## src/rtl/seg_digit_encoder.sv

```systemverilog
// Binary (0-99) to two-digit seven-segment encoder using sequential double dabble,
// plus the free-running refresh tick that paces the downstream digit multiplexer.
module seg_digit_encoder #(
    parameter int DIN_W         = 7,
    parameter int REFRESH_DIV   = 100000,
    parameter int BLANK_LEADING = 1
) (
    input  logic             clk,
    input  logic             rst_n,
    input  logic [DIN_W-1:0] value,
    input  logic             load,
    output logic             busy,
    output logic [6:0]       seg_ones,
    output logic [6:0]       seg_tens,
    output logic             overflow,
    output logic             refresh_tick
);

    localparam int STEP_W = (DIN_W < 2) ? 1 : $clog2(DIN_W);
    localparam int REF_W  = $clog2(REFRESH_DIV);

    localparam logic [STEP_W-1:0] LAST_STEP = STEP_W'(DIN_W - 1);
    localparam logic [REF_W-1:0]  REF_LAST  = REF_W'(REFRESH_DIV - 1);

    localparam logic [6:0] SEG_ZERO     = 7'b1000000;
    localparam logic [6:0] SEG_DASH     = 7'b0111111;
    localparam logic [6:0] SEG_BLANK    = 7'b1111111;
    localparam logic [6:0] SEG_TENS_RST = (BLANK_LEADING != 0) ? SEG_BLANK : SEG_ZERO;

    typedef enum logic [1:0] {
        ST_IDLE   = 2'd0,
        ST_SHIFT  = 2'd1,
        ST_UPDATE = 2'd2
    } state_t;

    state_t                r_state;
    state_t                w_state_next;
    logic [DIN_W-1:0]      r_bin;
    logic [7:0]            r_bcd;
    logic [STEP_W-1:0]     r_step;
    logic                  r_ovf_pend;
    logic [6:0]            r_seg_ones;
    logic [6:0]            r_seg_tens;
    logic                  r_overflow;
    logic [REF_W-1:0]      r_ref_cnt;

    logic [DIN_W+7:0]      w_value_ext;
    logic                  w_over;
    logic [3:0]            w_ones_adj;
    logic [3:0]            w_tens_adj;
    logic [DIN_W+7:0]      w_shifted;
    logic [6:0]            w_ones_seg;
    logic [6:0]            w_tens_seg;

    function automatic logic [6:0] seg_code(input logic [3:0] digit);
        logic [6:0] code;
        case (digit)
            4'd0:    code = 7'b1000000;
            4'd1:    code = 7'b1111001;
            4'd2:    code = 7'b0100100;
            4'd3:    code = 7'b0110000;
            4'd4:    code = 7'b0011001;
            4'd5:    code = 7'b0010010;
            4'd6:    code = 7'b0000010;
            4'd7:    code = 7'b1111000;
            4'd8:    code = 7'b0000000;
            4'd9:    code = 7'b0010000;
            default: code = SEG_BLANK;
        endcase
        return code;
    endfunction

    // Widened compare so any DIN_W is judged against 99 without truncation.
    assign w_value_ext = {8'd0, value};
    assign w_over      = (w_value_ext > (DIN_W + 8)'(99));

    assign w_ones_adj = (r_bcd[3:0] >= 4'd5) ? r_bcd[3:0] + 4'd3 : r_bcd[3:0];
    assign w_tens_adj = (r_bcd[7:4] >= 4'd5) ? r_bcd[7:4] + 4'd3 : r_bcd[7:4];
    assign w_shifted  = {w_tens_adj, w_ones_adj, r_bin} << 1;

    assign w_ones_seg = seg_code(r_bcd[3:0]);
    assign w_tens_seg = ((BLANK_LEADING != 0) && (r_bcd[7:4] == 4'd0)) ? SEG_BLANK
                                                                        : seg_code(r_bcd[7:4]);

    // load is a request sampled only in IDLE; busy is high in every other state and
    // any load seen while busy is dropped, so the requester must re-assert in IDLE.
    always_comb begin
        w_state_next = r_state;
        case (r_state)
            ST_IDLE:   if (load) w_state_next = w_over ? ST_UPDATE : ST_SHIFT;
            ST_SHIFT:  if (r_step == LAST_STEP) w_state_next = ST_UPDATE;
            ST_UPDATE: w_state_next = ST_IDLE;
            default:   w_state_next = ST_IDLE;
        endcase
    end

    always_ff @(posedge clk) begin
        if (!rst_n) r_state <= ST_IDLE;
        else        r_state <= w_state_next;
    end

    always_ff @(posedge clk) begin
        if (!rst_n) begin
            r_bin      <= '0;
            r_bcd      <= '0;
            r_step     <= '0;
            r_ovf_pend <= 1'b0;
            r_seg_ones <= SEG_ZERO;
            r_seg_tens <= SEG_TENS_RST;
            r_overflow <= 1'b0;
        end else begin
            case (r_state)
                ST_IDLE: begin
                    if (load) begin
                        r_ovf_pend <= w_over;
                        if (!w_over) begin
                            r_bin  <= value;
                            r_bcd  <= '0;
                            r_step <= '0;
                        end
                    end
                end
                ST_SHIFT: begin
                    {r_bcd, r_bin} <= w_shifted;
                    r_step         <= r_step + STEP_W'(1);
                end
                // Display registers move only here, so the multiplexer never sees partial BCD.
                ST_UPDATE: begin
                    if (r_ovf_pend) begin
                        r_seg_ones <= SEG_DASH;
                        r_seg_tens <= SEG_DASH;
                        r_overflow <= 1'b1;
                    end else begin
                        r_seg_ones <= w_ones_seg;
                        r_seg_tens <= w_tens_seg;
                        r_overflow <= 1'b0;
                    end
                end
                default: ;
            endcase
        end
    end

    always_ff @(posedge clk) begin
        if (!rst_n)                   r_ref_cnt <= '0;
        else if (r_ref_cnt == REF_LAST) r_ref_cnt <= '0;
        else                          r_ref_cnt <= r_ref_cnt + REF_W'(1);
    end

    assign refresh_tick = (r_ref_cnt == REF_LAST);
    assign busy         = (r_state != ST_IDLE);
    assign seg_ones     = r_seg_ones;
    assign seg_tens     = r_seg_tens;
    assign overflow     = r_overflow;

endmodule
```

## config.mk

```make
export PLATFORM = sky130hd
export DESIGN_NAME = seg_digit_encoder
export DESIGN_NICKNAME = d
export VERILOG_FILES = /design/src/rtl/seg_digit_encoder.sv
export SDC_FILE = /design/constraint.sdc
export NUM_CORES = 1
export LEC_CHECK = 0
export CORE_MARGIN = 2
export CORE_UTILIZATION = 55
export DETAILED_ROUTE_END_ITERATION = 8
export HOLD_SLACK_MARGIN = 0.05
export PLACE_DENSITY = 0.82
export SETUP_SLACK_MARGIN = 0.4
export SYNTH_ARGS = -nofsm -noshare
export SYNTH_HDL_FRONTEND = slang
export SYNTH_SLANG_ARGS = --single-unit
```

## constraint.sdc

```tcl
create_clock -name clk -period 3 [get_ports clk]
set_input_delay 0.3 -clock clk [delete_from_list [all_inputs] [get_ports clk]]
set_output_delay 0.3 -clock clk [all_outputs]
set_load 0.02 [all_outputs]
```

==> impl_metrics.tcl <==
set metrics [dict create \
    path_cells "clkdlybuf4s50_1 -> o311a_1 -> a21o_1 -> a32o_1 -> and2_1 -> inv_1 -> ha_1 -> nor4_1 -> a211oi_1" \
    min_period_ps 2510 \
    worst_slew_pin_slew_ps 982 \
    grt_use_total_pct 21.3 \
    cts-hold-fix-buffers 0 \
    maxSlewHeadroom_pct 34.4 \
    cellInternalPower_uw 1320 \
    synthesis.nets 387 \
    avgRoutedWirePerCell_um 13.3 \
    cp-end-kind "flop" \
    total_area_of_multi_input_combinational_cells_um2 1690 \
    ys_types 57 \
    combPwrFrac_pct 8.8 \
    drt_pass1_iterations 4 \
    netlist.top_cell.by_area "sky130_fd_sc_hd__dfxtp_1" \
    worstPathRequired_ps 3220 \
    setup-tns-final_ps 0 \
    ant_nets 0 \
    via_count 2618 \
    switching_share_pct 25.3 \
    wirelength_met1_mm 2.93 \
    synth.top_cells.by_count "sky130_fd_sc_hd__dfxtp_1 (67), sky130_fd_sc_hd__nor2_1 (55), sky130_fd_sc_hd__nand2_1 (38)" \
    power_per_cell_area_nw_per_um2 475 \
    htree_levels 3 \
    die_y_um 79.7 \
    final-hold-violation-count 0 \
    grt_antenna_before_repair 0 \
    drt-vias-per-instance 5.59 \
    post_cts.repair.setup_buffers 0 \
    synth.avg_cell_area_um2 8.75 \
    irDropWorstVdd_mv 0.282 \
    crit_fanout 10 \
    synth_sequential_area_ratio_pct 42.6 \
    cts.sinks 67 \
    min-delay-path-class "flop to flop" \
    std_cell_rows 27 \
    crit_start "value[4]" \
    effective_utilization_at_floorplan_pct 57.2 \
    run_status "complete, no violations" \
    gp_congestion 0.942 \
    nNetsFinal 418 \
    timing.fmax_mhz 399 \
    maxSlewViolCount 0 \
    setup_viol_count_final 0 \
    synth-edff-count 0 \
    layout-drive-gt1-share_pct 10.9 \
    maxCapViolations 0 \
    tritoncts "yes" \
    timing.setup.critical_path_class "input port to flop" \
    worst_setup_hold_path_clk_slew_ps 70 \
    wl_met2_mm 2.76 \
    critPathLaunchType "input port" \
    mappedNetlistArea_um2 3150 \
    yosysMostFrequentCell "sky130_fd_sc_hd__dfxtp_1" \
    timing.hold.ws_ps 445 \
    asyncSetResetFlopFracSynth_pct 0 \
    post-route-period-util_pct 83.6 \
    dominantRegCellSynth "sky130_fd_sc_hd__dfxtp_1" \
    worst_case_clock_buffer_depth 2 \
    first_iter_violations 185 \
    die_footprint_um2 6350 \
    synth_seq_cells 67 \
    insertedDiodeCount 0 \
    cpPeakStageDelay_ps 430 \
    routed_wirelength_mm 6.20 \
    power.leakage_uw 0.00147 \
    cp_num_buf_inv 2 \
    regArea_um2 1340 \
    port-buffer-count 26 \
    crit_arrival_ps 2720 \
    yosys_warnings 0 \
    largest_net_degree_at_the_start_of_global_routing 24 \
    pwr-share-seq_pct 52.7 \
    numCtsBuffers 9 \
    cp_slowest_cell "sky130_fd_sc_hd__clkdlybuf4s50_1" \
    power.net_switching_uw 446 \
    io_pins 27 \
    postPlaceCellArea_um2 3510 \
    regToRegStartpoint "r_bcd[0]$_SDFFE_PN0P_" \
    clock_group_share_of_total_power_pct 38.4 \
    yosysTopAreaCellShare_pct 42.6 \
    synth.area.top_cells "sky130_fd_sc_hd__dfxtp_1 (43%), sky130_fd_sc_hd__ha_1 (6.8%), sky130_fd_sc_hd__nor2_1 (6.6%)" \
    final.fill_count 446 \
    wl_met3_um 369 \
    grt-ovfl-total 0 \
    stdcell_area_um2 3710 \
    fin_worst_skew_ps 9.45 \
    post_synth_inst_count 360 \
    first_pass_grt_wire_length_mm 10.7 \
    area_growth_pct 17.6 \
    unrepaired_setup_endpoints_after_global_routing "no" \
    clock_latency_on_the_worst_skew_pair_ps 340 \
    cts_root_buffer "sky130_fd_sc_hd__clkbuf_8" \
    vias_in_the_first_global_route 2493 \
    place.detailed.hpwl_mm 4.38 \
    detail_route.drc_violations 0 \
    routed.top_layer "met4" \
    cts.repair.resized 0 \
    fp.dieW_um 79.7 \
    core_region_area_um2 5510 \
    path_delay_family "compound AO/OA/AOI/OAI gates" \
]
cells in the final DEF (no fill, tap or decap), types with 3 or more instances in the layout:
cell / instances
sky130_fd_sc_hd__nand4_1: 5
sky130_fd_sc_hd__a211oi_1: 3
sky130_fd_sc_hd__a2111oi_2: 3
sky130_fd_sc_hd__dfxtp_1: 67
sky130_fd_sc_hd__clkdlybuf4s50_1: 25
sky130_fd_sc_hd__clkbuf_8: 11
sky130_fd_sc_hd__a311oi_1: 6
sky130_fd_sc_hd__nor4_1: 6
sky130_fd_sc_hd__a221oi_2: 4
sky130_fd_sc_hd__a21oi_1: 12
sky130_fd_sc_hd__ha_1: 17
sky130_fd_sc_hd__inv_1: 16
sky130_fd_sc_hd__and3_1: 5
sky130_fd_sc_hd__xnor2_1: 7
sky130_fd_sc_hd__o21ai_0: 4
sky130_fd_sc_hd__nand3_1: 10
sky130_fd_sc_hd__o22ai_1: 6
sky130_fd_sc_hd__nand2b_1: 6
sky130_fd_sc_hd__a21o_1: 3
sky130_fd_sc_hd__nor2_1: 53
sky130_fd_sc_hd__nand2_1: 38
sky130_fd_sc_hd__xor2_1: 12
sky130_fd_sc_hd__nor3_1: 17
sky130_fd_sc_hd__buf_4: 10
per-stage QoR:
stage / power (µW) / util (%) / cells / setup slack, ps
floorplan: 1050 / - / 360 / 699
global placement: 1100 / 63.7 / 452 / 260
detailed placement: 1100 / 63.7 / 452 / 132
CTS: 1770 / 66.9 / 468 / 420
global route: 1830 / 67.3 / 468 / 407
finish: 1760 / 67.3 / 468 / 492
worst reg2reg max path, cell delays in order, from the launching register on:
cell and delay, ps:
sky130_fd_sc_hd__dfxtp_1 410, sky130_fd_sc_hd__inv_1 110, sky130_fd_sc_hd__ha_1 250, sky130_fd_sc_hd__nand2b_1 140
sky130_fd_sc_hd__a21o_1 240, sky130_fd_sc_hd__a32o_1 240, sky130_fd_sc_hd__and2_1 190, sky130_fd_sc_hd__inv_1 90
sky130_fd_sc_hd__ha_1 290, sky130_fd_sc_hd__nor4_1 310, sky130_fd_sc_hd__a211oi_1 90
cell type report:
type | count | area share [%]
multi-input cells | 258 | 45.5
flip-flops and latches | 67 | 36.2
repair buffers | 36 | 9.12
clock buffers | 12 | 4.19
well taps | 72 | 2.43
inverters | 19 | 1.92
clock inverters | 4 | 0.675
worst paths after layout:
check	endpoint	slack, ps	depth (start not counted)
worst max-delay path	flop	490	9
worst min-delay path	seg_tens[4]$_SDFFE_PN1N_	450	2
worst max register to register	flop	530	10
worst min register to register	seg_tens[4]$_SDFFE_PN1N_	450	2
per-layer routing:
metal / track usage [%] / vias up
met5: 0 / -
met4: 11.9 / 0
met3: 4.07 / 15
met2: 34.3 / 77
met1: 26.7 / 1201
li1: - / 1325
power groups by stage:
stage          registers, µW  clock network, µW  logic, µW
2_1_floorplan            948                  0       97.5
3_3_place_gp             948                  0        148
3_5_place_dp             949                  0        153
4_1_cts                  929                692        153
5_1_grt                  932                727        170
6_report                 929                677        155
kinds of logic after synthesis:
family                     after synthesis  share of synthesized area, %
adders and majority gates               17                          6.75
DFF                                     67                          42.6
xor gates and xnor gates                19                          5.28
and+or+nand+nor                        157                          23.4
muxes                                    2                         0.675
buffers and inverters                   35                          4.49
AOI/OAI and AO/OA                       63                          16.8
Note: power is estimated with default switching activity, not from simulation.
